`src/rtl/mac4_pkg.sv`:
```
// Shared widths and output-stage helpers for the mac4_relu_unit neuron slice.
// Operand, product and sum widths are fixed; the scale slice selects Sum/8 modulo 16.
package mac4_pkg;

  localparam int OPW     = 5;
  localparam int PRW     = 10;
  localparam int SUMW    = 12;
  localparam int OUT_LSB = 3;
  localparam int OUT_MSB = 6;
  localparam int NLANES  = 4;

  typedef logic signed [OPW-1:0]  operand_t;
  typedef logic signed [PRW-1:0]  product_t;
  typedef logic signed [PRW:0]    pair_sum_t;
  typedef logic signed [SUMW-1:0] sum_t;
  typedef logic [OPW-1:0]         result_t;

  // Negative sums clamp to zero; otherwise bits above OUT_MSB are dropped without saturation.
  function automatic result_t relu_scale(input sum_t s);
    if (s[SUMW-1]) begin
      return '0;
    end
    return {1'b0, s[OUT_MSB:OUT_LSB]};
  endfunction

endpackage

```
`src/rtl/mac4_relu_unit_if.sv`:
```
// Operand bus between the upstream controller (master) and the neuron slice (slave).
interface mac4_relu_unit_if;
  import mac4_pkg::*;

  logic                       en_reg;
  logic [NLANES-1:0][OPW-1:0] a;
  logic [NLANES-1:0][OPW-1:0] w;
  result_t                    result;

  modport master (output en_reg, output a, output w, input result);
  modport slave  (input en_reg, input a, input w, output result);

endinterface

```
`src/rtl/mult5_signed.sv`:
```
// Exact 5x5 two's-complement multiplier; the 10-bit product cannot overflow.
module mult5_signed
  import mac4_pkg::*;
(
  input  operand_t a_i,
  input  operand_t w_i,
  output product_t p_o
);

  assign p_o = a_i * w_i;

endmodule

```
`src/rtl/mac4_relu_unit.sv`:
```
// Four-lane signed MAC neuron slice: registered products, adder tree, ReLU and /8 scaling.
// The result is combinational from the product register only, so it holds while en_reg is low.
module mac4_relu_unit
  import mac4_pkg::*;
(
  input logic             clk,
  input logic             rst,
  mac4_relu_unit_if.slave bus
);

  product_t  prod_d [NLANES];
  product_t  prod_q [NLANES];
  pair_sum_t s12;
  pair_sum_t s34;
  sum_t      sum;

  for (genvar i = 0; i < NLANES; i++) begin : g_lane
    mult5_signed u_mult (
      .a_i (operand_t'(bus.a[i])),
      .w_i (operand_t'(bus.w[i])),
      .p_o (prod_d[i])
    );
  end

  // NOTE: the product bank is a handful of flops, not a memory, so it takes the async
  // reset directly; sequential state always uses non-blocking assignments.
  always_ff @(posedge clk or posedge rst) begin
    if (rst) begin
      for (int i = 0; i < NLANES; i++) begin
        prod_q[i] <= '0;
      end
    end else if (bus.en_reg) begin
      for (int i = 0; i < NLANES; i++) begin
        prod_q[i] <= prod_d[i];
      end
    end
  end

  // Explicit sign extension at each tree level keeps every addition width-exact.
  assign s12 = {prod_q[0][PRW-1], prod_q[0]} + {prod_q[1][PRW-1], prod_q[1]};
  assign s34 = {prod_q[2][PRW-1], prod_q[2]} + {prod_q[3][PRW-1], prod_q[3]};
  assign sum = {s12[PRW], s12} + {s34[PRW], s34};

  assign bus.result = relu_scale(sum);

endmodule

```
`src/flat_wrapper.sv`:
```
// flat-port wrapper written by rule: the top's interface ports become plain ports
module mac4_relu_unit_flat import mac4_pkg::*;
  (clk, rst, bus_en_reg, bus_a, bus_w, bus_result);
  mac4_relu_unit_if bus_i ();
  input logic clk;
  input logic rst;
  input wire logic [$bits(bus_i.en_reg)-1:0] bus_en_reg;
  input wire logic [$bits(bus_i.a)-1:0] bus_a;
  input wire logic [$bits(bus_i.w)-1:0] bus_w;
  output wire logic [$bits(bus_i.result)-1:0] bus_result;
  assign bus_i.en_reg = bus_en_reg;
  assign bus_i.a = bus_a;
  assign bus_i.w = bus_w;
  assign bus_result = bus_i.result;
  mac4_relu_unit u_core (.clk(clk), .rst(rst), .bus(bus_i));
endmodule
```
`config.mk`:
```
export PLATFORM = sky130hd
export DESIGN_NAME = mac4_relu_unit_flat
export DESIGN_NICKNAME = d
export VERILOG_FILES = /design/src/rtl/mac4_pkg.sv /design/src/rtl/mac4_relu_unit_if.sv /design/src/rtl/mult5_signed.sv /design/src/rtl/mac4_relu_unit.sv /design/src/flat_wrapper.sv
export SDC_FILE = /design/constraint.sdc
export NUM_CORES = 1
export LEC_CHECK = 0
export CELL_PAD_IN_SITES_DETAIL_PLACEMENT = 0
export CELL_PAD_IN_SITES_GLOBAL_PLACEMENT = 2
export CORE_MARGIN = 5
export CORE_UTILIZATION = 41
export DETAILED_ROUTE_END_ITERATION = 7
export MAX_ROUTING_LAYER = met4
export PLACE_DENSITY = 0.95
export SYNTH_ARGS = -nofsm -noshare
export SYNTH_HDL_FRONTEND = slang
export SYNTH_SLANG_ARGS = --single-unit
```
`constraint.sdc`:
```
create_clock -name clk -period 5.86 [get_ports clk]
set_input_delay 0.879 -clock clk [delete_from_list [all_inputs] [get_ports clk]]
set_output_delay 0.879 -clock clk [all_outputs]
set_load 0.01 [all_outputs]
```
==> results.md <==
- status: finished, final reports clean
- count of inserted antenna diode cells: 0
- largest registers: u_core.prod_q (40)
- number of buffers and inverters on the critical path: 3
- post-cts repair resize count: 0
- first-pass GRT wire length: 20200 um
- minimum clock period after layout: 4.43 ns
- worst hold path class: flip-flop to flip-flop
- detail-routed via count per cell: 4.75
- row count: 44
- boundary pin count: 48
- Detailed Routing Iterations Pass 1: 4
- PwrDens: 501 mW/mm^2
- Slew Viols, Final: 0
- die height: 132 um
- Die Wd: 132 um
- clock root buffer: clkbuf_16
- overall via count from detail_route: 4310
- Syn Std Cell Area: 0.00613 sq mm
- reg-to-reg startpoint: u_core.prod_q[8]
- final net count: 924
- CP Class: flip-flop to primary output
- CP Capture Type: primary output
- average instance area after synthesis: 9.03 sq um
- Critical Path, Cell by Cell: inv_1 > fa_1 > fa_1 > inv_1 > ha_1 > or3_1 > o221a_4 > a21oi_2 > xnor2_1 > and2_1 > clkdlybuf4s50_1
- number of buffers added by the clock tree synthesis step: 5
- ratio of cells with drive above 1 in the final layout: 3.18%
- WP data arrival: 3.56 ns
- syn_nets: 879
- Static Leakage: 3.42 nW
- post-synthesis cell count: 679
- final non-filler cell area: 0.00692 sq mm
- post-route fraction of the period consumed by the critical path: 75.7%
- cell area after placement: 0.00678 sq mm
- total congestion overflow: 0
- die area: 0.0175 sq mm
- Top FF cell, synth: dfrtp_1
- overall routed net length: 10900 um
- YS warnings: 0
- number of synthesized flops with an enable pin: 0
- pin slew with the least headroom to its limit: 0.635 ns
- PnR worst setup slack: 1.43 ns
- post-cts hold buffer count: 0
- unrepaired setup endpoints after global routing: no
- buffer depth of the longest clock path: 2
- worst hold slack: 0.526 ns
- all-layer global routing usage: 13.8%
- worst setup path start: u_core.prod_q[4]
- insertion delay of the later-clocked pin in the worst-skew pair: 0.28 ns
- fmax: 226 MHz
- initial antenna violation count: 0
- share of flip-flops with an asynchronous set or reset: 100%
- area of the core: 0.0146 sq mm
- CTS tree: yes
- clock-pin slew reported for the worst setup and hold paths after clock tree synthesis: 0.06 ns
- IO Port Bufs: 46
- required time reported for the critical path endpoint: 4.98 ns
- FF+latch count, synth: 40
- highest net fanout along the worst path: 4
- largest clock skew in the final design: 0 ns
- WL/cell: 12.1 um
- initial cell density of the core: 42.0%
- DRC viols: 0
- Final Wtd Congestion: 0.857
- count of cell types in the netlist: 43
- delay of the slowest critical-path stage: 0.52 ns
- Initial DRC Count: 179
- vias in the first global route: 4630
- slowest stage cell on the critical path: clkdlybuf4s50_1
- startpoint type of the worst setup path: flip-flop
- sink count of the clock tree: 40
- hold path startpoint: u_core.prod_q[14]
- reported max-cap violation count: 0
- area growth from synthesis to final layout: 12.9%
- headroom to the max-slew limit: 57.7%
- half-perimeter wire length after detailed placement: 9760 um
- cell family with the largest share of critical-path delay: adder cells
- maximum number of pins on one net before global-route repair: 72
- sum of negative setup slack: 0 ns
- Worst Setup Slack post-DPL: 1.36 ns
- H-tree depth reported by CTS: 2
- final-report hold violation count: 0
- max reg flops: 40
- final number of setup-violating endpoints: 0
- Design Power: 3.46 mW
- most flop-heavy register: u_core.prod_q
- number of routed nets with antenna violations: 0
- post-synthesis sequential area ratio: 16.3%
- buffers inserted during post-CTS setup optimization: 0
- peak supply drop: 0.000608 V
[cell families after synthesis]
kind of cell / count (synthesis) / share of synthesized area (%)
buffers and inverters: 179 / 11.1
and+or+nand+nor: 172 / 14.2
adders and majority gates: 157 / 42.8
AOI/OAI and AO/OA: 86 / 8.90
DFF: 40 / 16.3
xor gates and xnor gates: 39 / 5.70
muxes: 5 / 0.898
other: 1 / 0.0612
[layer usage]
| metal | vias to the layer above | GRT usage, % | share of wire, % |
|---|---|---|---|
| li1 | 2170 | - | - |
| met3 | 10 | 1.68 | 1.6 |
| met5 | - | - | 0 |
| met1 | 2101 | 18.4 | 48 |
| met4 | 0 | 2.32 | 0.86 |
| met2 | 29 | 23.2 | 50 |
[Yosys cell counts, types with 2 or more instances]
| cell type | count | share of area, % |
|---|---|---|
| or3_1 | 2 | 0.20 |
| buf_2 | 4 | 0.33 |
| nand3_1 | 4 | 0.33 |
| or2_2 | 4 | 0.41 |
| o21ai_0 | 29 | 2.4 |
| o21bai_1 | 4 | 0.49 |
| clkbuf_1 | 4 | 0.24 |
| nand2_1 | 49 | 3.0 |
| mux2_2 | 4 | 0.73 |
| nor3_1 | 5 | 0.41 |
| ha_1 | 69 | 14 |
| and2_1 | 60 | 6.1 |
| fa_1 | 88 | 29 |
| a221oi_1 | 3 | 0.43 |
| nor2_1 | 34 | 2.1 |
| xor2_1 | 7 | 1.0 |
| a21o_1 | 8 | 0.98 |
| o31a_1 | 4 | 0.57 |
| nor2b_1 | 4 | 0.41 |
| xnor2_1 | 31 | 4.4 |
| a21oi_1 | 19 | 1.6 |
| dfrtp_1 | 40 | 16 |
| a211oi_1 | 2 | 0.24 |
| o22ai_1 | 4 | 0.41 |
| inv_1 | 168 | 10 |
| o211ai_1 | 4 | 0.49 |
| o21a_1 | 5 | 0.61 |
| nand2b_1 | 5 | 0.51 |
[stage by stage]
stage | std cells | utilization, %
2_1_floorplan | 679 | -
3_3_place_gp | 901 | 46.5
3_5_place_dp | 901 | 46.5
4_1_cts | 908 | 47.4
5_1_grt | 908 | 47.4
6_report | 908 | 47.4
[worst min-delay path, delay by kind of cell (launching register included)]
| family | cells | cell delay, ns |
|---|---|---|
| simple gates | 1 | 0.04 |
| flops | 1 | 0.34 |
| compound gates | 1 | 0.10 |
[where the power goes]
group          leakage, nW  switching (mW)  internal [mW]
Sequential           0.481          0.0560          0.376
Combinational         2.88            1.40           1.38
Clock               0.0667          0.0979          0.154
[layout by cell type (no fill, tap or decap), drive strengths merged, types with 2 or more instances in the layout]
master         netlist  layout
inv                169     169
o21ai               30      30
or2                  4       4
o21a                 5       5
a21oi               20      20
a211oi               3       3
a221oi               3       3
mux2                 4       4
nand3                4       4
nand2               49      49
fa                  88      88
buf                  6       3
nor2b                4       4
clkbuf               4       6
o21bai               4       4
o22ai                4       4
xnor2               32      32
a21o                 8       8
o211ai               4       4
nor3                 5       5
dfrtp               40      40
and2                60      60
or3                  2       2
nor2                34      34
ha                  69      69
clkdlybuf4s50        0      45
o31a                 4       4
nand2b               5       5
xor2                 7       7
[final timing paths]
check | end | slack, ns | cells past startpoint
min | u_core.prod_q[14] | 0.53 | 2
min in group asynchronous | u_core.prod_q[8] | 1.02 | 3
max reg2reg | u_core.prod_q[8] | 4.93 | 2
max | bus_result[3] | 1.43 | 11
min reg2reg | u_core.prod_q[14] | 0.53 | 2
max in group asynchronous | u_core.prod_q[15] | 4.47 | 3
[cell type report]
class | count | area [sq um]
clock inverter | 1 | 5.00
tap | 184 | 230
timing repair buffer | 48 | 470
sequential | 40 | 1000
multi-input combinational | 460 | 4450
fill | 1386 | 7670
clock buffer | 6 | 129
inverter | 169 | 634
(Power assumes the default switching activity.)
